### src/rtl/deser_pkg.sv
// Shared definitions for the serial-in/parallel-out deserializer.
//   DESER_WIDTH_DEFAULT : default frame width in bits
//   state_e             : frame FSM state encoding (IDLE / SHIFT)
//   cnt_w()             : bit-counter width for a given frame width
package deser_pkg;

  localparam int unsigned DESER_WIDTH_DEFAULT = 8;

  typedef enum logic {
    ST_IDLE  = 1'b0,
    ST_SHIFT = 1'b1
  } state_e;

  function automatic int unsigned cnt_w(input int unsigned width);
    return $clog2(width);
  endfunction

endpackage

### src/rtl/deser_out_reg.sv
// One-word VALID/READY holding register with sticky overrun flag.
// Ports:
//   C, nR      : clock (rising edge), async active-low reset
//   word_in    : freshly completed word
//   word_done  : word_in is valid this cycle
//   READY      : downstream accepts the held word when VALID=1
//   CLR_OVR    : synchronous clear of OVR (a same-edge overrun wins)
//   Q, VALID   : held word and its valid flag
//   OVR        : sticky flag, a completed word was dropped
module deser_out_reg #(
  parameter int unsigned WIDTH = 8
) (
  input  logic             C,
  input  logic             nR,
  input  logic [WIDTH-1:0] word_in,
  input  logic             word_done,
  input  logic             READY,
  input  logic             CLR_OVR,
  output logic [WIDTH-1:0] Q,
  output logic             VALID,
  output logic             OVR
);

  logic [WIDTH-1:0] q_q;
  logic             valid_q;
  logic             ovr_q;
  logic             accept;
  logic             drop;

  // A new word is taken if the slot is empty or is being drained on this edge.
  always_comb begin
    accept = word_done && (!valid_q || READY);
    drop   = word_done && valid_q && !READY;
  end

  always_ff @(posedge C or negedge nR) begin
    if (!nR) begin
      q_q     <= '0;
      valid_q <= 1'b0;
      ovr_q   <= 1'b0;
    end else begin
      if (accept) begin
        q_q     <= word_in;
        valid_q <= 1'b1;
      end else if (valid_q && READY) begin
        // Q keeps its last value after consumption
        valid_q <= 1'b0;
      end

      if (drop) begin
        ovr_q <= 1'b1;
      end else if (CLR_OVR) begin
        ovr_q <= 1'b0;
      end
    end
  end

  assign Q     = q_q;
  assign VALID = valid_q;
  assign OVR   = ovr_q;

endmodule

### src/rtl/sipo_deserializer.sv
// Serial-in/parallel-out deserializer fed by an upstream D flip-flop.
// Frames start with START (coincident with bit 0) and advance on EN strobes;
// the finished WIDTH-bit word is handed to a VALID/READY holding register.
// Ports:
//   C, nR   : clock (rising edge), async active-low reset
//   D       : serial data bit, sampled only when EN=1
//   EN      : bit strobe
//   START   : frame-start marker (restarts any partial frame)
//   READY   : downstream accept
//   CLR_OVR : synchronous clear of OVR
//   Q       : assembled word, stable while VALID=1
//   VALID   : Q holds an unconsumed word
//   OVR     : sticky overrun flag
//   BUSY    : a frame is in progress
module sipo_deserializer
  import deser_pkg::*;
#(
  parameter int unsigned WIDTH     = DESER_WIDTH_DEFAULT,
  parameter bit          MSB_FIRST = 1'b1
) (
  input  logic             C,
  input  logic             nR,
  input  logic             D,
  input  logic             EN,
  input  logic             START,
  input  logic             READY,
  input  logic             CLR_OVR,
  output logic [WIDTH-1:0] Q,
  output logic             VALID,
  output logic             OVR,
  output logic             BUSY
);

  localparam int unsigned     CW   = cnt_w(WIDTH);
  localparam logic [CW-1:0]   LAST = CW'(WIDTH - 1);

  state_e           state_q, state_d;
  logic [WIDTH-1:0] sr_q, sr_d;
  logic [CW-1:0]    cnt_q, cnt_d;
  logic             busy_q;
  logic             word_done;

  // MSB-first shifts left with the new bit in the LSB; LSB-first shifts right
  // with the new bit in the MSB.
  function automatic logic [WIDTH-1:0] shift_in(input logic [WIDTH-1:0] cur,
                                                input logic              bit_i);
    if (MSB_FIRST) begin
      return {cur[WIDTH-2:0], bit_i};
    end else begin
      return {bit_i, cur[WIDTH-1:1]};
    end
  endfunction

  always_comb begin
    state_d   = state_q;
    sr_d      = sr_q;
    cnt_d     = cnt_q;
    word_done = 1'b0;

    if (EN) begin
      if (START) begin
        // START+EN always opens a fresh frame, discarding any partial one
        sr_d    = shift_in('0, D);
        cnt_d   = CW'(1);
        state_d = ST_SHIFT;
      end else if (state_q == ST_SHIFT) begin
        sr_d = shift_in(sr_q, D);
        if (cnt_q == LAST) begin
          word_done = 1'b1;
          cnt_d     = '0;
          state_d   = ST_IDLE;
        end else begin
          cnt_d = cnt_q + CW'(1);
        end
      end
    end
  end

  always_ff @(posedge C or negedge nR) begin
    if (!nR) begin
      state_q <= ST_IDLE;
      sr_q    <= '0;
      cnt_q   <= '0;
      busy_q  <= 1'b0;
    end else begin
      state_q <= state_d;
      sr_q    <= sr_d;
      cnt_q   <= cnt_d;
      busy_q  <= (state_d == ST_SHIFT);
    end
  end

  assign BUSY = busy_q;

  // The completed word is the shift-register next value, so it lands in the
  // holding register on the same edge that samples the last bit.
  deser_out_reg #(
    .WIDTH (WIDTH)
  ) u_out (
    .C         (C),
    .nR        (nR),
    .word_in   (sr_d),
    .word_done (word_done),
    .READY     (READY),
    .CLR_OVR   (CLR_OVR),
    .Q         (Q),
    .VALID     (VALID),
    .OVR       (OVR)
  );

endmodule

### config.mk
export PLATFORM = sky130hd
export DESIGN_NAME = sipo_deserializer
export DESIGN_NICKNAME = d
export VERILOG_FILES = /design/src/rtl/deser_pkg.sv /design/src/rtl/deser_out_reg.sv /design/src/rtl/sipo_deserializer.sv
export SDC_FILE = /design/constraint.sdc
export NUM_CORES = 1
export LEC_CHECK = 0
export CAP_MARGIN = 20
export CORE_MARGIN = 4
export CORE_UTILIZATION = 50
export DETAILED_ROUTE_END_ITERATION = 10
export GPL_TIMING_DRIVEN = 1
export PLACE_DENSITY_LB_ADDON = 0.3
export REMOVE_ABC_BUFFERS = 1
export SLEW_MARGIN = 20
export SYNTH_ARGS = -nofsm -noshare
export SYNTH_HDL_FRONTEND = slang
export SYNTH_HIERARCHICAL = 1
export SYNTH_SLANG_ARGS = --single-unit
### constraint.sdc
create_clock -name C -period 2.2 [get_ports C]
set_input_delay 0.66 -clock C [delete_from_list [all_inputs] [get_ports C]]
set_output_delay 0.66 -clock C [all_outputs]
set_load 0.02 [all_outputs]
== Yosys cells after proc, flatten, opt, wreduce, memory -nomap -nowiden ==
Index checks and enable logic that the tools add are counted.

* Bits of input ports: 7
* Word-level logic and storage cells: 36
* Memory bits (writable): 0
* Latch bits: 0
* Memory bits (read-only): 0
* Register bits: 22
* Memories: 0

* Equal/unequal tests: 1
* Bitwise gates (word level): 0
* Divide/modulo/power cells: 0
* Reductions and logical operators: 11
* $mul: 0
* Add/sub/neg operators: 1
* Shifts and indexed selects: 0
* Mux-type cells: 17
* Order comparisons: 0

{| class="wikitable"
|+ Operators with widths
! kind !! count
|-
| two-way mux 8 bit || 3
|-
| two-way mux 1 bit || 11
|-
| two-way mux 3 bit || 3
|-
| nonzero test 2 bit || 3
|-
| logical AND 1 bit || 4
|-
| adder 3 x 1 -> 3 bit, second input constant || 1
|-
| == test 3 bit, second input constant || 1
|-
| logical NOT 1 bit || 2
|-
| AND reduction 2 bit || 1
|-
| logical OR 1 bit || 1
|}

== Depth between registers and ports, before layout ==
* Word-level depth: 8
* Gate-level depth with buffers: 5
* Depth with buffers taken out: 5

== Modules after synthesis ==
Netlist, hierarchy kept.

{| class="wikitable"
|+ Modules (own cells, without submodules)
! module !! cells an instance !! times used !! sequential area each (um^2) !! area an instance (um^2)
|-
| sipo_deserializer || 55 || 1 || 300.3 || 656.9
|-
| deser_out_reg || 24 || 1 || 250.2 || 412.9
|}

== Worst setup path before layout ==
OpenSTA, ideal clock, no wires.

* Kind: input to register
* Start: input EN
* End: register u_out.q_q[0], in the netlist u_out/Q[0]
* Library setup time: 0.125 ns
* Setup slack: 0.414 ns
* Arrival: 1.661 ns
* Stages: 5
* Required time: 2.075 ns
* Path through: buf_6 -> nand2_1 -> nor3b_1 -> nand2_4 -> mux2_4

* Cells in the longest elaborated chain, start to end: 2

{| class="wikitable"
|+ RTL lines
! element !! RTL line !! source
|-
| start, declared || sipo_deserializer.sv:24 || <nowiki>input logic EN,</nowiki>
|-
| two-way mux 1 bit || sipo_deserializer.sv:60 || <nowiki>if (EN) begin</nowiki>
|-
| net word_done || sipo_deserializer.sv:41 || <nowiki>logic word_done;</nowiki>
|-
| logical AND 1 bit || deser_out_reg.sv:32 || <nowiki>accept = word_done && (!valid_q || READY);</nowiki>
|-
| end signal, assigned || deser_out_reg.sv:43 || <nowiki>q_q <= word_in;</nowiki>
|-
| end, declared || deser_out_reg.sv:24 || <nowiki>logic [WIDTH-1:0] q_q;</nowiki>
|}

The timed path passes the listed nets, and every way through them passes these cells.
A chain may end at the register's enable or synchronous reset.

== Worst setup path in the final report ==
* Start: register busy_q, in the netlist BUSY
* End: output BUSY

{| class="wikitable"
|+ RTL lines
! element !! RTL line !! source
|-
| start, declared || sipo_deserializer.sv:40 || <nowiki>logic busy_q;</nowiki>
|-
| start signal, assigned || sipo_deserializer.sv:89 || <nowiki>busy_q <= (state_d == ST_SHIFT);</nowiki>
|-
| end, declared || sipo_deserializer.sv:31 || <nowiki>output logic BUSY</nowiki>
|}

No word-level cell between the ends.

==> summary.md <==
| Metric | Value |
|---|---|
| Clock skew | 0.5346 ps |
| Dpl ws | -64.59 ps |
| Hold Path Class | reg -> reg |
| Remaining antenna violation count | 0 |
| Crit end category | output port |
| H-tree Lvls | 1 |
| Sequential share of power | 58.3% |
| Min Hold Slack | 526.3 ps |
| Input/output buffers | 17 |
| Clock power frac | 22.7% |
| Crit path launch type | register |
| Leak | 0.6494 nW |
| # resized after CTS | 0 |
| Pwr Density | 606.0 nW/µm² |
| Post CTS Setup Buffer Count | 0 |
| Clock slew at reported path FFs | around 110 ps |
| PnR Total Power | 789.4 µW |
| RePlAce Congestion | 0.7134 |
| CTS Root Cell | clkbuf_4 |
| DIE HEIGHT | 54.26 µm |
| Syn avg cell area | 13.54 µm² |
| #FFs+latches synth | 22 |
| Initial DRC count | 7 |
| Worst slew margin | between 70% and 80% |
| Post-route cell area | 1303 µm² |
| Final Max Slew Viols | 0 |
| Total grt overflow | 0 |
| Longest Clk Path Bufs | 2 |
| Initial core utilization | 53.44% |
| Critical path arrival | 1410 ps |
| Peak Freq | 483.9 MHz |
| N_diodes | 0 |
| Wire length per cell | 15.07 µm |
| Final hold vios | 0 |
| Syn Std Cell Area | roughly 1100 µm² |
| Hold Path Sink | sr_q[7]$_DFF_PN0_ |
| P&R area growth vs syn | 21.75% |
| CP bufs+invs | 1 |
| Hold Buf Count CTS | 0 |
| DP HPWL | 1.308 mm |
| Register area share after synthesis | 51.46% |
| Req. time, crit path | 1540 ps |
| Crit-path slowest cell | clkdlybuf4s50_1 |
| Crit path cell chain | clkdlybuf4s50_1 |
| Via/cell ratio | 5.492 |
| Worst-Skew Late Latency | 300 ps |
| Reg2reg setup slack | about 480 ps |
| WHS Path Cells | 1 |
| Layout cells sized above 1 | ~22% |
| Max incr delay on CP | ~630 ps |
| Reg2reg path depth | 6 |
| First-pass GRT wire length | 3.270 mm |
| I/O pins | 18 |
| Combinational group share of total power | a little under a fifth |
| Fin crit period | 2066 ps |
| Reg2Reg Capture Point | u_out/Q[5]$_DFFE_PN0P_ |
| Vias in the first global route | approximately 740 |
| Post-synth top area share | 51.46% |
| Cell row count | 16 |
| Worst r2r src | cnt_q[0]$_DFFE_PN0P_ |
| Crit share post-route | roughly 94% |
| Hold Startpoint | sr_q[7]$_DFF_PN0_ |
| Mapped Cells | about 80 |
| Pre-antenna DRT Iters | 4 |
| Final setup viols | 0 |
| Via count | 692 |
| Status | finished clean |
| RSZ-0062 raised after global routing | false |
| Total internal power | 584.4 µW |
| Post-synth top area cell | dfrtp_1 |
| Worst Tran Pin Value | between 300 and 400 ps |
| Nets | 110 |
| Core Region | 2002 µm² |
| Clk sink count | 22 |
| Final wirelength | 1.899 mm |
| Pin count of the biggest net entering global routing | 24 |
| Setup slack after layout | 133.5 ps |
| GRT Overall Usage | 15.59% |
| Initial antenna violation count | 0 |
| Layout Cells excl Fill | between 100 and 150 |
| Worst vdd ir | 0.0004005 V |
| Largest cells by area after synthesis | dfrtp_1, mux2_4, a221o_1, nor2b_1, and4b_1 |
| Sw Ratio | 25.96% |
| Yosys Warn Count | 6 |
| Fill cells | 161 |
| Maxcap violations | 0 |
| Dpl cell area | 1279 µm² |
| Die area | approximately 3000 µm² |
| Critical path class | reg -> out |
| TritonCTS clock tree | built |
| P_sw | around 200 µW |
| Placed Cells | around 120 |
| Max FO, Critical Path | 10 |
| DRC | 0 |
| Cell family with most CP delay | buffers and inverters |
| TritonCTS Buffers | 3 |
| DIE WIDTH | around 54 µm |
| Post-synth cell types | 23 |
## final cells by class
cell class | instances | area [µm²] | area share (%)
well taps | 27 | 33.78 | 2.594
repair buffers | 21 | 212.7 | 16.33
flip-flops and latches | 22 | 551.8 | 42.36
multi-input cells | 51 | 474.2 | 36.41
inverters | 2 | 7.507 | 0.5764
clock buffers | 3 | 22.52 | 1.729
## through the flow
stage / util [%] / TNS (ps)
after CTS: 65.00 / 0
after floorplan: - / 0
final: 65.06 / 0
after global placement: 63.88 / -182.9
after global routing: 65.06 / 0
after detailed placement: 63.88 / -323.4
## routing by layer
metal | wire, µm | track usage, %
met1 | 900 | 20.38
met2 | 906 | 25.10
met3 | 57 | 2.452
met4 | 34 | 7.469
met5 | 0 | 0
## placed cells by master, fill, tap and decap left out
master	count
dfrtp_1	21
clkdlybuf4s50_1	17
mux2_4	9
nor2b_1	8
a221o_1	7
and2_0	4
and4b_1	3
a211o_1	3
nand2_1	3
clkbuf_4	3
buf_4	3
and2_1	2
ha_1	2
inv_1	2
dfrtp_2	1
nor2_2	1
nor2b_2	1
o21ai_2	1
nor3b_1	1
a22o_1	1
and2b_1	1
nor4bb_1	1
buf_12	1
nand2b_4	1
nand2_4	1
o22ai_1	1
## power groups by stage
stage	combinational [mW]	clock, mW	sequential (mW)
floorplan	0.0698	0	0.475
global route	0.167	0.197	0.466
detailed placement	0.149	0	0.467
finish	0.150	0.179	0.460
global placement	0.147	0	0.465
CTS	0.152	0.184	0.460
## registers in the layout (all words and copies together), names as in the netlist
signal,count
sr_q,8
cnt_q,3
BUSY,1
u_out/Q,8
u_out/VALID,1
u_out/OVR,1
## Yosys cell counts (all sizes together)
cell	number
nor2	1
a211o	3
and2b	1
dfrtp	22
o21ai	1
inv	2
nor4bb	1
nor3b	1
nand2b	1
mux2	9
a221o	7
nand2	4
buf	4
ha	2
a22o	1
and4b	3
nor2b	9
o22ai	1
and2	6
## worst max-delay path by stage
stage / start / to / slack, ps / cells past startpoint
floorplan: EN / u_out/Q[0]$_DFFE_PN0P_ / 510 / 4
global placement: START / u_out/Q[4]$_DFFE_PN0P_ / -40 / 4
detailed placement: START / u_out/Q[5]$_DFFE_PN0P_ / -60 / 4
CTS: BUSY$_DFFE_PN0P_ / BUSY / 40 / 1
global route: BUSY$_DFFE_PN0P_ / BUSY / 80 / 1
finish: BUSY$_DFFE_PN0P_ / BUSY / 130 / 1
## logic make-up after synthesis
family / after synthesis / share of synthesized area [%]
and+or+nand+nor: 27 / 18.13
DFF: 22 / 51.46
buffers and inverters: 6 / 4.210
muxes: 9 / 12.63
AOI/OAI and AO/OA: 13 / 11.23
adders and majority gates: 2 / 2.339
(Power assumes the default switching activity.)
